`config.mk`:
```
export PLATFORM = sky130hd
export DESIGN_NAME = rr_sink_arbiter
export DESIGN_NICKNAME = d
export VERILOG_FILES = /design/src/rtl/rr_sink_arbiter.sv
export SDC_FILE = /design/constraint.sdc
export NUM_CORES = 1
export LEC_CHECK = 0
export ABC_CLOCK_PERIOD_IN_PS = 3900
export CAP_MARGIN = 20
export CORE_MARGIN = 4
export CORE_UTILIZATION = 45
export CTS_BUF_LIST = sky130_fd_sc_hd__clkbuf_4
export DETAILED_ROUTE_END_ITERATION = 16
export PLACE_DENSITY = 0.82
export SETUP_SLACK_MARGIN = 0.4
export SLEW_MARGIN = 20
export SYNTH_ARGS = -nofsm -noshare
export SYNTH_HDL_FRONTEND = slang
export SYNTH_SLANG_ARGS = --single-unit
export TNS_END_PERCENT = 100
```
`constraint.sdc`:
```
create_clock -name clk -period 3.9 [get_ports clk]
set_input_delay 0.78 -clock clk [delete_from_list [all_inputs] [get_ports clk]]
set_output_delay 0.78 -clock clk [all_outputs]
set_load 0.01 [all_outputs]
```
`src/rtl/rr_sink_arbiter.sv`:
```
// Round-robin arbiter sharing one valid/ready sink among N requesters, with a one-entry
// registered output stage, source tagging and saturating per-requester delivery counters.
module rr_sink_arbiter #(
    parameter int unsigned N    = 4,
    parameter int unsigned DW   = 32,
    parameter int unsigned CNTW = 16,
    parameter int unsigned SW   = (N > 1) ? $clog2(N) : 1
) (
    input  logic              clk,
    input  logic              rst,
    input  logic [N-1:0]      req_valid,
    input  logic [N*DW-1:0]   req_data,
    output logic [N-1:0]      req_ready,
    output logic              down_valid,
    output logic [DW-1:0]     down_data,
    output logic [SW-1:0]     down_src,
    input  logic              down_ready,
    input  logic              clr_cnt,
    output logic [N*CNTW-1:0] accept_cnt
);

    logic            down_valid_q, down_valid_d;
    logic [DW-1:0]   down_data_q, down_data_d;
    logic [SW-1:0]   down_src_q, down_src_d;
    logic [SW-1:0]   ptr_q, ptr_d;
    logic [CNTW-1:0] cnt_q [N];
    logic [CNTW-1:0] cnt_d [N];

    logic            load_en;
    logic            grant_vld;
    logic [SW-1:0]   grant_idx;
    logic            handshake;

    assign load_en   = !down_valid_q || down_ready;
    assign handshake = down_valid_q && down_ready;

    // First valid requester found scanning upward from ptr, modulo N.
    always_comb begin
        int unsigned   idx;
        logic [SW-1:0] cand;
        grant_vld = 1'b0;
        grant_idx = '0;
        idx       = 0;
        cand      = '0;
        for (int unsigned k = 0; k < N; k++) begin
            idx  = (32'(ptr_q) + k) % N;
            cand = SW'(idx);
            if (!grant_vld && req_valid[cand]) begin
                grant_vld = 1'b1;
                grant_idx = cand;
            end
        end
    end

    always_comb begin
        req_ready = '0;
        if (load_en && grant_vld) begin
            req_ready = N'(1) << grant_idx;
        end
    end

    always_comb begin
        down_valid_d = down_valid_q;
        down_data_d  = down_data_q;
        down_src_d   = down_src_q;
        ptr_d        = ptr_q;
        if (load_en) begin
            down_valid_d = grant_vld;
            if (grant_vld) begin
                down_data_d = req_data[grant_idx*DW +: DW];
                down_src_d  = grant_idx;
                ptr_d       = (grant_idx == SW'(N - 1)) ? '0 : grant_idx + SW'(1);
            end
        end
    end

    // Clear has priority over a same-cycle increment; counters saturate.
    always_comb begin
        for (int unsigned i = 0; i < N; i++) begin
            cnt_d[i] = cnt_q[i];
            if (clr_cnt) begin
                cnt_d[i] = '0;
            end else if (handshake && (down_src_q == SW'(i)) && (cnt_q[i] != '1)) begin
                cnt_d[i] = cnt_q[i] + CNTW'(1);
            end
        end
    end

    always_ff @(posedge clk or posedge rst) begin
        if (rst) begin
            down_valid_q <= 1'b0;
            down_data_q  <= '0;
            down_src_q   <= '0;
            ptr_q        <= '0;
            for (int unsigned i = 0; i < N; i++) begin
                cnt_q[i] <= '0;
            end
        end else begin
            down_valid_q <= down_valid_d;
            down_data_q  <= down_data_d;
            down_src_q   <= down_src_d;
            ptr_q        <= ptr_d;
            for (int unsigned i = 0; i < N; i++) begin
                cnt_q[i] <= cnt_d[i];
            end
        end
    end

    assign down_valid = down_valid_q;
    assign down_data  = down_data_q;
    assign down_src   = down_src_q;

    for (genvar gi = 0; gi < N; gi++) begin : g_cnt_out
        assign accept_cnt[gi*CNTW +: CNTW] = cnt_q[gi];
    end

endmodule

```
==> reports/summary.txt <==
Status - completed
Longest Clk Path Bufs - 2
CTS tree - built
Crit path launch type - primary input
Detailed placer's ending HPWL - 14.0 mm
Startpoint-to-endpoint class of the critical path - primary input to output port
GR met3 Demand/Resource - 9.61%
Number of placement rows - 41
Reported net switching power - 1.17 mW
Drt first pass iters - 5
Final max-slew violation count - 0
Number of flops mapped to enable cells by yosys - 0
Number of buffers added on ports - 238
MaxCap Viol Count - 0
Aggregate global-route resource usage - 25.2%
Post-CTS repair timing setup buffer count - 0
Clock edge transition at the registers on the reported setup and hold paths - 0.17 ns
Fmax - 297 MHz
Core box area - 0.0128 mm^2
Number of H-tree branching levels - 3
Time the worst path needs with I/O delays and setup - 3.37 ns
Antenna-violating nets left - 0
Hold buffer count at CTS - 0
Number of DRC violations after detailed-routing iteration 0 - 367
Clk_lat worst skew - 0.49 ns
Cell area after synthesis - 0.00595 mm^2
Number of warnings issued by yosys - 0
Clock group share of total power - 16.8%
Effective utilization at floorplan - 46.6%
Share of total power in combinational logic - 41.9%
Internal cell power - 2.08 mW
Final Cycle Share - 86.5%
Endpoint arrival time on the critical path - 2.59 ns
Worst Clk Skew - 0.0236 ns
Post-detailed-routing wire length - 19.0 mm
Clk root buf - clkbuf_4
Worst-case headroom to the max-slew limit - 42.7%
Fin cells - 1023
Flop pwr share - 41.3%
Transition time of the tightest slew-check pin - 0.851 ns
Number of CTS-inserted buffers - 9
Crit. End Element - output port
Final Hold Vio Count - 0
Clock sink count - 101
Vias post-DR - 5930
Leakage Power - 3.35 nW
Met2 track demand over resource in global routing - 43.0%
Avg Vias per Cell - 5.80
Filler Cell Count - 1026
Setup violations, final - 0
Setup tns final - 0 ns
Die X - 123 um
Full die area - 0.0151 mm^2
Fraction of layout instances using a drive strength above 1 - 5.90%
Final #Nets - 984
Total power - 3.25 mW
Total I/O pin count - 239
Fraction of registers with async set or reset after synthesis - 100%
Met1 routing resource usage after global routing - 28.3%
Largest fanout on the critical path - 5
Number of remaining DRC errors - 0
Sw frac - 36.0%
Synthesized area divided by synthesized cell count - 9.54 um^2
Path category of the worst min-delay check - register to register
Number of global-route vias before repair - 5991
Maximum VDD drop - 285 uV
First-pass GRT wire length - 30.2 mm
Overall die height - 123 um
Sequential area share after synthesis - 42.5%
Post-DR wirelength/cell - 18.6 um
Syn Nets - 765
Worst endpoint required time - 3.12 ns
P&R area growth vs syn - 44.7%
Global-route layer with the greatest usage - met2
Most frequently used flop master after synthesis - dfrtp_1
Setup repair after global routing missed its margin - no
Final weighted congestion in routability-driven placement - 0.912
Number of synthesized register bits - 101
Remaining Overflow, GRT - 0
Number of distinct library cells after synthesis - 57
Pin count of the biggest net entering global routing - 65
Areal power density over the cells - 377 mW/mm^2
Initial antenna violation count - 3
Syn Inst Count - 624
Cells after DPL - 1004
-- area by class of cell --
class                      instances  area [um^2]  area share [%]
multi-input combinational        472         3230            37.5
sequential                       101         2530            29.4
timing repair buffer             248         2460            28.6
tap                              172          215            2.50
clock buffer                      10         75.1           0.872
clock inverter                     6         53.8           0.625
inverter                          11         43.8           0.509
antenna                            3         7.51          0.0872
-- layer usage --
| layer | routed length (um) | share of wire [%] |
|---|---|---|
| met4 | 584 | 3.1 |
| met2 | 9580 | 50 |
| met5 | 0 | 0 |
| met3 | 1790 | 9.4 |
| met1 | 7090 | 37 |
-- flip-flops by register name, summed over array words and instances (netlist names) --
register / cells
down_valid: 1
down_data: 32
down_src: 2
ptr_q: 2
accept_cnt: 64
-- metrics by stage --
step / setup WS (ns) / hold slack [ns] / area, um^2 / util [%]
CTS: 0.425 / 0.534 / 8580 / 67.2
detailed placement: 0.308 / 0.497 / 8450 / 66.2
finish: 0.528 / 0.531 / 8610 / 67.4
global route: 0.426 / 0.574 / 8610 / 67.4
floorplan: 0.473 / 0.529 / 5950 / -
global placement: 0.366 / 0.494 / 8450 / 66.2
-- layout by cell type (no fill, tap or decap), types with 3 or more instances in the layout --
cell and instances:
o2111ai_1 3, buf_4 11, and2_1 38, and3_1 4, xor2_1 22, nor3_1 11
nand3_1 48, inv_1 10, o211ai_1 39, dlymetal6s2s_1 3, a211oi_1 3, inv_6 3
or3_1 7, nand2_1 26, a21o_1 3, diode_2 3, clkbuf_4 10, nor4_2 5
ha_1 5, a41oi_1 31, o21ai_0 13, nand4_1 16, clkdlybuf4s50_1 232, nor2_1 66
and4_1 7, a21oi_1 9, dfrtp_1 101, mux2i_1 35, nor4_1 9, xnor2_1 29
-- critical path: stages --
cell and delay [ns]:
clkdlybuf4s50_1 0.48, nor2b_1 0.17, a311o_1 0.34, a21oi_2 0.14, and2_1 0.14, clkdlybuf4s50_1 0.55
-- repair_timing --
| action | in CTS | in global routing |
|---|---|---|
| resized for setup | 2 | 4 |
| setup endpoints to repair | 2 | 3 |
| cloned | 0 | 0 |
-- Yosys cell counts (all sizes together), types with 3 or more instances --
cell	number	area share [%]
nand2	27	1.7
and4	7	1.0
buf	18	1.6
o2111ai	3	0.44
a211oi	3	0.38
nand4	17	1.9
clkbuf	22	1.4
nor4b	3	0.55
dfrtp	101	42
nor3b	3	0.46
a21oi	11	0.92
a21o	3	0.38
and3	4	0.42
o211ai	40	5.1
and2	39	4.1
nor2	66	4.2
nand3	49	4.2
or3	8	0.92
xor2	22	3.2
ha	5	1.1
o21ai	13	1.1
nor3	11	0.92
nor4	15	2.1
inv	11	0.69
a41oi	31	4.6
mux2i	35	5.9
xnor2	29	4.3
and4b	3	0.53
-- final timing paths --
kind	cells past startpoint	slack, ns	to	start
hold reg to reg	2	0.53	down_data[30]	down_data[30]
hold / removal	2	0.53	down_data[30]	down_data[30]
setup / recovery	6	0.53	req_ready[1]	req_valid[2]
max in group asynchronous	3	2.26	down_data[15]	rst
setup reg to reg	6	1.64	down_data[30]	ptr_q[1]
min in group asynchronous	2	0.76	down_data[24]	rst
-- power groups by stage --
stage | clock network [mW] | logic [mW] | registers, mW
5_1_grt | 0.604 | 1.48 | 1.37
6_report | 0.547 | 1.36 | 1.34
4_1_cts | 0.569 | 1.38 | 1.34
3_3_place_gp | 0 | 1.34 | 1.35
3_5_place_dp | 0 | 1.37 | 1.36
2_1_floorplan | 0 | 0.646 | 1.41
-- kinds of logic after synthesis --
group | share of synthesized area [%]
simple gates | 24.5
compound gates | 14.7
flops | 42.5
xor+xnor | 7.50
buf+inv | 3.70
mux | 6.08
fa+ha+maj | 1.05
Note: power is estimated with default switching activity, not from simulation.
